**src/rtl/cv_btn_ctrl.sv**
```systemverilog
// cv_btn_ctrl: front-panel command controller for the sequence generator.
// Generates the button-filter sampling enable, captures filtered presses,
// adds hold-to-repeat on the most recently pressed button, and arbitrates
// pending presses round-robin into a small command FIFO drained by the core.
//
// Command handshake: CMD_VALID is high whenever the FIFO is non-empty and
// CMD_ID/CMD_RPT then hold the head entry. The head is consumed at a rising
// CLK edge where CMD_VALID & CMD_READY are both high. CMD_VALID never drops
// without a transfer except on RST, and the head is stable while it is waiting.
module cv_btn_ctrl #(
    parameter int N_BTN      = 4,
    parameter int CE_DIV     = 48000,
    parameter int FIFO_DEPTH = 4,
    parameter int REPEAT_DLY = 500,
    parameter int REPEAT_PER = 100
) (
    input  logic                     CLK,
    input  logic                     RST,
    output logic                     CE_OUT,
    input  logic [N_BTN-1:0]         BTN_LVL,
    input  logic [N_BTN-1:0]         BTN_CEO,
    output logic                     CMD_VALID,
    output logic [$clog2(N_BTN)-1:0] CMD_ID,
    output logic                     CMD_RPT,
    input  logic                     CMD_READY,
    output logic                     OVF
);

    localparam int IDW  = $clog2(N_BTN);
    localparam int CW   = $clog2(CE_DIV + 1);
    localparam int AW   = $clog2(FIFO_DEPTH);
    localparam int OW   = AW + 1;
    localparam int RMAX = (REPEAT_DLY > REPEAT_PER) ? REPEAT_DLY : REPEAT_PER;
    localparam int RW   = $clog2(RMAX + 1);

    typedef enum logic [1:0] {
        RS_IDLE   = 2'd0,
        RS_DELAY  = 2'd1,
        RS_REPEAT = 2'd2
    } rpt_state_e;

    // ------------------------------------------------------------------
    // Prescaler
    // ------------------------------------------------------------------
    logic [CW-1:0] cnt_q, cnt_d;
    logic          ce;

    // Terminal-count decode and wrap of the sampling prescaler.
    always_comb begin
        ce    = (cnt_q == CW'(CE_DIV - 1));
        cnt_d = ce ? '0 : cnt_q + 1'b1;
    end

    // Prescaler counter register.
    always_ff @(posedge CLK) begin
        if (RST) cnt_q <= '0;
        else     cnt_q <= cnt_d;
    end

    assign CE_OUT = ce;

    // ------------------------------------------------------------------
    // State declarations
    // ------------------------------------------------------------------
    logic [N_BTN-1:0] pend_q, pend_d;
    logic [N_BTN-1:0] rpt_q, rpt_d;
    logic [IDW-1:0]   ptr_q, ptr_d;
    logic             ovf_q, ovf_d;

    logic [IDW:0]     mem_q [FIFO_DEPTH];
    logic [AW-1:0]    wr_ptr_q, rd_ptr_q;
    logic [OW-1:0]    occ_q;
    logic             fifo_full, fifo_empty, push, pop;

    rpt_state_e       rs_q;
    logic [IDW-1:0]   trk_q;
    logic [RW-1:0]    rcnt_q;

    logic             gnt_vld, gnt_rpt;
    logic [IDW-1:0]   gnt_id;
    logic [N_BTN-1:0] gnt_oh;
    int               scan_idx;

    assign fifo_full  = (occ_q == OW'(FIFO_DEPTH));
    assign fifo_empty = (occ_q == '0);

    // ------------------------------------------------------------------
    // Round-robin arbiter: first pending bit at or above ptr, wrapping.
    // ------------------------------------------------------------------
    always_comb begin
        gnt_vld  = 1'b0;
        gnt_id   = '0;
        gnt_oh   = '0;
        scan_idx = 0;
        if (!fifo_full) begin
            for (int k = 0; k < N_BTN; k++) begin
                scan_idx = (int'(ptr_q) + k) % N_BTN;
                if (!gnt_vld && pend_q[scan_idx]) begin
                    gnt_vld = 1'b1;
                    gnt_id  = IDW'(scan_idx);
                end
            end
        end
        if (gnt_vld) gnt_oh[gnt_id] = 1'b1;
    end

    assign gnt_rpt = gnt_vld & rpt_q[gnt_id];
    assign push    = gnt_vld;
    assign pop     = CMD_VALID & CMD_READY;

    // ------------------------------------------------------------------
    // Repeat tracking decode
    // ------------------------------------------------------------------
    logic             new_press, trk_rel, retrack, fire;
    logic [RW-1:0]    lim_m1;
    logic [N_BTN-1:0] rep_set, press_set;

    assign new_press = gnt_vld & ~gnt_rpt;
    assign trk_rel   = ~BTN_LVL[trk_q];
    assign retrack   = new_press & (gnt_id != trk_q);
    assign lim_m1    = (rs_q == RS_DELAY) ? RW'(REPEAT_DLY - 1) : RW'(REPEAT_PER - 1);
    // A release or retrack in the same cycle cancels the repeat of the old button.
    assign fire      = (rs_q != RS_IDLE) & ~trk_rel & ~retrack & ce & (rcnt_q == lim_m1);
    assign press_set = BTN_CEO & BTN_LVL;

    // One-hot repeat request for the tracked button.
    always_comb begin
        rep_set = '0;
        if (fire) rep_set[trk_q] = 1'b1;
    end

    // Pending/repeat-flag/pointer/overflow next state. A new event on a bit
    // that is also granted this cycle re-arms it rather than being lost.
    always_comb begin
        pend_d = (pend_q & ~gnt_oh) | press_set | rep_set;
        rpt_d  = ~press_set & (rep_set | (rpt_q & ~gnt_oh));
        ovf_d  = ovf_q | (|((press_set | rep_set) & pend_q & ~gnt_oh));
        ptr_d  = ptr_q;
        if (gnt_vld) ptr_d = (gnt_id == IDW'(N_BTN - 1)) ? '0 : gnt_id + 1'b1;
    end

    // Capture and arbitration registers.
    always_ff @(posedge CLK) begin
        if (RST) begin
            pend_q <= '0;
            rpt_q  <= '0;
            ptr_q  <= '0;
            ovf_q  <= 1'b0;
        end else begin
            pend_q <= pend_d;
            rpt_q  <= rpt_d;
            ptr_q  <= ptr_d;
            ovf_q  <= ovf_d;
        end
    end

    // Command FIFO: a push is only ever issued when not full, so a
    // simultaneous pop while full never lets a push through.
    always_ff @(posedge CLK) begin
        if (RST) begin
            wr_ptr_q <= '0;
            rd_ptr_q <= '0;
            occ_q    <= '0;
        end else begin
            if (push) begin
                mem_q[wr_ptr_q] <= {gnt_rpt, gnt_id};
                wr_ptr_q        <= wr_ptr_q + 1'b1;
            end
            if (pop) rd_ptr_q <= rd_ptr_q + 1'b1;
            occ_q <= occ_q + OW'(push) - OW'(pop);
        end
    end

    // Repeat FSM: tracks the last genuinely pressed button and counts CE ticks.
    always_ff @(posedge CLK) begin
        if (RST) begin
            rs_q   <= RS_IDLE;
            trk_q  <= '0;
            rcnt_q <= '0;
        end else begin
            case (rs_q)
                RS_IDLE: begin
                    if (new_press) begin
                        trk_q  <= gnt_id;
                        rcnt_q <= '0;
                        rs_q   <= RS_DELAY;
                    end
                end
                default: begin
                    if (trk_rel) begin
                        rcnt_q <= '0;
                        rs_q   <= RS_IDLE;
                    end else if (retrack) begin
                        trk_q  <= gnt_id;
                        rcnt_q <= '0;
                        rs_q   <= RS_DELAY;
                    end else if (ce) begin
                        if (rcnt_q == lim_m1) begin
                            rcnt_q <= '0;
                            rs_q   <= RS_REPEAT;
                        end else begin
                            rcnt_q <= rcnt_q + 1'b1;
                        end
                    end
                end
            endcase
        end
    end

    // ------------------------------------------------------------------
    // Outputs: head fields are forced to 0 while empty so reset values are 0.
    // ------------------------------------------------------------------
    assign CMD_VALID = ~fifo_empty;
    assign CMD_ID    = fifo_empty ? '0 : mem_q[rd_ptr_q][IDW-1:0];
    assign CMD_RPT   = fifo_empty ? 1'b0 : mem_q[rd_ptr_q][IDW];
    assign OVF       = ovf_q;

endmodule

```
**config.mk**
```make
export PLATFORM = sky130hd
export DESIGN_NAME = cv_btn_ctrl
export DESIGN_NICKNAME = d
export VERILOG_FILES = /design/src/rtl/cv_btn_ctrl.sv
export SDC_FILE = /design/constraint.sdc
export NUM_CORES = 1
export LEC_CHECK = 0
export CAP_MARGIN = 20
export CELL_PAD_IN_SITES_DETAIL_PLACEMENT = 0
export CELL_PAD_IN_SITES_GLOBAL_PLACEMENT = 2
export CORE_MARGIN = 2
export CORE_UTILIZATION = 41
export DETAILED_ROUTE_END_ITERATION = 16
export PLACE_DENSITY = 0.9
export SYNTH_ARGS = -nofsm -noshare
export SYNTH_HDL_FRONTEND = slang
export SYNTH_SLANG_ARGS = --single-unit
```
**constraint.sdc**
```tcl
create_clock -name CLK -period 5.79 [get_ports CLK]
set_clock_uncertainty 0.2 [all_clocks]
set_input_delay 1.158 -clock CLK [delete_from_list [all_inputs] [get_ports CLK]]
set_output_delay 1.158 -clock CLK [all_outputs]
set_load 0.02 [all_outputs]
```
==> results.tsv, run 1 <==
metric	value	unit
status	finished clean	
numCtsBuffers	9	
fin_area	3660	um^2
synth.avg_cell_area	9.47	um^2
clock-sinks	61	
vias	2484	
finalMaxSlewViolations	0	
path_clk_slew	60	ps
design.die.area	8600	um^2
dieWidth	92.8	um
cts.htree.levels	3	
crit_slowest_cell	clkdlybuf4s50_1	
drt_iter0_drc	142	
layout-drive-gt1-share	13.1	%
start_kind	register	
io_pins	17	
dieHeight	92.8	um
antenna_found_initial	0	
drt_pass1_iterations	4	
end_kind	output pin	
dp_hpwl	4720	um
mostFrequentLayoutCell	dfxtp_1	
coreArea	7690	um^2
grt_max_degree	21	
hold_violations	0	
area_growth_syn_to_layout	13.5	%
rows	32	
fin_crit_sh	59.1	%
worstHoldPathType	reg -> reg	
crit_chain	and3_1, and4_1, nand3_1, inv_1, clkdlybuf4s50_1	
power.density	384	nW/um^2
setup_tns	0	ps
synth_ff_type	dfxtp_1	
final_cells	468	
grt_remaining_overflow	0	
ys_seq_area_share	41.5	%
rsz0062_at_grt	false	
drt_wl_total	6530	um
synth_cells	341	
hold_buffers	0	
setup_viol	0	
tightestPinTransition	613	ps
cts_resized	0	
crit_fanout	4	
antennaDiodeCount	0	
synth_cell_types	65	
ys_ff_latch	61	
cp.arrival	2060	ps
vias_per_cell	5.31	
clk_latency	330	ps
max_freq	292	MHz
cts_tree	yes	
syn-num-nets	365	
synth_area	3230	um^2
portBuffers	16	
power	1.41	mW
critical_path_class	reg -> out	
final.min_clock_period	3420	ps
dp.cells	452	
drc	0	
start_util	42.0	%
final_nets	385	
place_area	3490	um^2
yosys_warnings	0	
grt_pass1_wl	11100	um
grt_pass1_vias	2320	
fin_util	47.7	%
p_leak	1.24	nW
cts_buffer_depth	2	
fillCellCount	763	
grt_usage	16.3	%
synth-edff-count	12	
cts-root-buf	clkbuf_8	
crit_path_max_incr_delay	600	ps
post_cts_buffers	0	
wire_per_inst	14.0	um
maxCapViolCount	0	
place_congestion	0.788	
cp.required	4430	ps
maxSlewHeadroom	59.0	%
mostFrequentLayoutCells	49 x dfxtp_1, 39 x nor2_1, 35 x nand2_1, 16 x clkdlybuf4s50_1, 14 x nand3_1	
antenna_left	0	
async_flop_share	0	%
vdd.ir_drop.worst	0.159	mV
metal layers:
metal / GRT usage (%) / up-vias / wire (um)
li1: - / 1260 / -
met1: 23.1 / 1177 / 3390
met2: 24.1 / 36 / 2790
met3: 3.17 / 11 / 211
met4: 7.35 / 0 / 139
met5: 0 / - / 0
area by class of cell:
cell class	instances	area (um^2)	share of cell area [%]
tap	102	128	3.48
timing repair buffer	17	168	4.57
inverter	15	56.3	1.54
clock inverter	4	22.5	0.615
clock buffer	12	155	4.23
multi-input combinational	257	1790	49.0
sequential	61	1340	36.6
critical path: cells and delay by family, from the launching register on:
| family | cells | cell delay (ps) |
|---|---|---|
| buffers and inverters | 2 | 700 |
| flip-flops | 1 | 390 |
| AND/OR/NAND/NOR | 3 | 640 |
state kept, by name (all words and copies together) (netlist names), named ones only:
register  flops
OVF           1
cnt_q        16
mem_q        12
occ_q         3
pend_q        4
ptr_q         2
rcnt_q        9
rd_ptr_q      2
rpt_q         4
rs_q          2
trk_q         2
wr_ptr_q      2
Yosys cell counts, drive strengths merged, types with 5 or more instances:
cell type / number / area (um^2)
nand3: 14 / 70.1
nor3: 9 / 66.3
xnor2: 11 / 96.3
inv: 15 / 56.3
clkbuf: 6 / 22.5
o21ai: 13 / 68.8
and2: 8 / 50.1
dfxtp: 49 / 981
edfxtp: 12 / 360
xor2: 10 / 87.6
nor2: 41 / 169
a31oi: 5 / 46.3
or3: 6 / 37.5
mux2i: 6 / 60.1
a21oi: 13 / 68.8
a211oi: 10 / 123
ha: 12 / 150
nand2: 36 / 138
path summary, 6_finish.rpt:
path / from / endpoint / slack (ps) / depth (start not counted)
max: cnt_q[11] / CE_OUT / 2370 / 5
min: cnt_q[0] / cnt_q[0] / 250 / 1
max reg2reg: occ_q[1] / rpt_q[2] / 2720 / 9
min reg2reg: cnt_q[0] / cnt_q[0] / 250 / 1
per-stage QoR:
step	setup WS [ps]	hold WS [ps]
global placement	2280	226
detailed placement	2260	234
global route	2170	302
CTS	2320	250
finish	2370	246
floorplan	2900	218
power breakdown:
group | internal [mW] | leakage (nW) | switching (mW)
combinational | 0.212 | 0.641 | 0.299
clock | 0.177 | 0.0921 | 0.164
sequential | 0.495 | 0.510 | 0.0633
total | 0.883 | 1.24 | 0.525
logic make-up after synthesis:
| group | synth area share [%] |
|---|---|
| simple gates | 24.1 |
| compound gates | 16.2 |
| flops | 41.5 |
| buf+inv | 2.91 |
| xor+xnor | 5.70 |
| fa+ha+maj | 5.27 |
| mux | 4.30 |
Note: power is estimated with default switching activity, not from simulation.
==> run 2: changes to the inputs <==
--- a/config.mk
+++ b/config.mk
@@ -9,9 +9,9 @@
 export CELL_PAD_IN_SITES_DETAIL_PLACEMENT = 0
 export CELL_PAD_IN_SITES_GLOBAL_PLACEMENT = 2
 export CORE_MARGIN = 2
-export CORE_UTILIZATION = 41
+export CORE_UTILIZATION = 38
 export DETAILED_ROUTE_END_ITERATION = 16
-export PLACE_DENSITY = 0.9
+export PLACE_DENSITY = 0.85
 export SYNTH_ARGS = -nofsm -noshare
 export SYNTH_HDL_FRONTEND = slang
 export SYNTH_SLANG_ARGS = --single-unit
==> constraint.sdc (replaced) <==
create_clock -name CLK -period 3.33 [get_ports CLK]
set_clock_uncertainty 0.2 [all_clocks]
set_input_delay 0.666 -clock CLK [delete_from_list [all_inputs] [get_ports CLK]]
set_output_delay 0.666 -clock CLK [all_outputs]
set_load 0.02 [all_outputs]
==> results.tsv, run 2 (same netlist as run 1, synthesis figures left out) <==
metric	value	unit
cp.required	3390	ps
place_congestion	0.766	
crit_buf_inv	1	
crit_chain	nor2b_1, a311oi_2, nor2_4, nand2_2, inv_2, o211ai_2, o21ai_2, a31oi_4, or4_1, a211oi_2	
post_cts_buffers	0	
fin_util	45.1	%
grt_pass1_vias	2357	
dp_hpwl	4970	um
fin_crit_sh	90.2	%
startpoint	pend_q[2]	
grt_max_degree	24	
cts_resized	0	
power.density	680	nW/um^2
io_pins	17	
crit_end	rcnt_q[7]	
wire_per_inst	14.3	um
crit_family	simple AND/OR/NAND/NOR gates	
path_depth	10	
critical_path_class	reg -> reg	
start_util	39.3	%
dieHeight	96.2	um
crit_slowest_cell	or4_1	
design.die.area	9250	um^2
max_freq	333	MHz
mostFrequentLayoutCells	49 x dfxtp_1, 39 x nor2_1, 35 x nand2_1, 16 x clkdlybuf4s50_1, 14 x nand3_1	
rsz0062_at_grt	false	
final.min_clock_period	3000	ps
hold_violations	0	
drt_iter0_drc	87	
cts_tree	yes	
final_nets	389	
r2r_end	rcnt_q[7]	
cts-root-buf	clkbuf_8	
vdd.ir_drop.worst	0.336	mV
cp.arrival	3060	ps
grt_remaining_overflow	0	
drt_pass1_iterations	5	
grt_pass1_wl	11500	um
mostFrequentLayoutCell	dfxtp_1	
status	finished clean	
antenna_left	0	
rows	33	
grt_usage	16.2	%
antenna_found_initial	0	
drt_wl_total	6770	um
cts_buffer_depth	2	
maxCapViolCount	0	
drc	0	
maxSlewHeadroom	59.0	%
area_growth_syn_to_layout	14.6	%
path_clk_slew	80	ps
fillCellCount	805	
largest_reg_flops	16	
setup_viol	0	
r2r_cells	10	
hold_buffers	0	
antennaDiodeCount	0	
crit_fanout	16	
largest-register	cnt_q	
worstHoldPathType	reg -> reg	
vias	2489	
tightestPinTransition	609	ps
end_kind	register	
layout-drive-gt1-share	13.8	%
setup_tns	0	ps
r2r_slack	330	ps
crit_path_max_incr_delay	570	ps
clock-sinks	61	
p_leak	1.27	nW
coreArea	8220	um^2
portBuffers	16	
cts.htree.levels	3	
clk_latency	340	ps
vias_per_cell	5.24	
r2r_start	pend_q[2]	
numCtsBuffers	9	
top_regs	cnt_q: 16 flops, mem_q: 12 flops, rcnt_q: 9 flops	
start_kind	register	
dieWidth	96.2	um
finalMaxSlewViolations	0	
==> run 2: cell count changes in the layout (fill, tap and decap cells not counted), sizes merged <==
cell,before,now
buf,1,5
clkbuf,12,10
clkinv,3,5
bufinv,0,1
clkinvlp,1,0
==> run 2: stage by stage <==
| step | area [um^2] | std cells | power [mW] | setup WS, ps | hold WS (ps) |
|---|---|---|---|---|---|
| final | 3700 | 475 | 2.52 | 326 | 253 |
| after floorplan | 3230 | 341 | 1.66 | 716 | 218 |
| after global placement | 3520 | 459 | 1.90 | 296 | 230 |
| after detailed placement | 3520 | 459 | 1.91 | 245 | 246 |
| after global routing | 3700 | 475 | 2.68 | 160 | 277 |
| after CTS | 3700 | 475 | 2.55 | 320 | 259 |
==> run 2: worst min-delay path by stage <==
stage,depth (start not counted),startpoint,to,slack [ps]
3_5_place_dp,1,cnt_q[0],cnt_q[0],250
5_1_grt,1,cnt_q[0],cnt_q[0],280
6_report,1,cnt_q[0],cnt_q[0],250
3_3_place_gp,1,cnt_q[0],cnt_q[0],230
2_1_floorplan,1,cnt_q[0],cnt_q[0],220
4_1_cts,1,cnt_q[0],cnt_q[0],260
==> run 2: power by group <==
part           leakage (nW)  internal [mW]  switching, mW  total [mW]
Clock                0.0972          0.338          0.290       0.628
Sequential            0.510          0.860          0.109       0.970
Combinational         0.660          0.390          0.529       0.920
Total                  1.27           1.59          0.929        2.52
==> run 2: cell type report <==
class / instances / area, um^2 / share of cell area, %
multi-input combinational: 257 / 1790 / 48.5
timing repair buffer: 21 / 198 / 5.34
sequential: 61 / 1340 / 36.2
inverter: 15 / 56.3 / 1.52
clock inverter: 6 / 53.8 / 1.45
tap: 105 / 131 / 3.55
clock buffer: 10 / 128 / 3.45
==> run 2: routing by layer <==
layer / track usage, % / routed length (um)
met1: 22.0 / 3450
met2: 25.2 / 3050
met3: 4.39 / 213
met4: 4.29 / 68
met5: 0 / 0
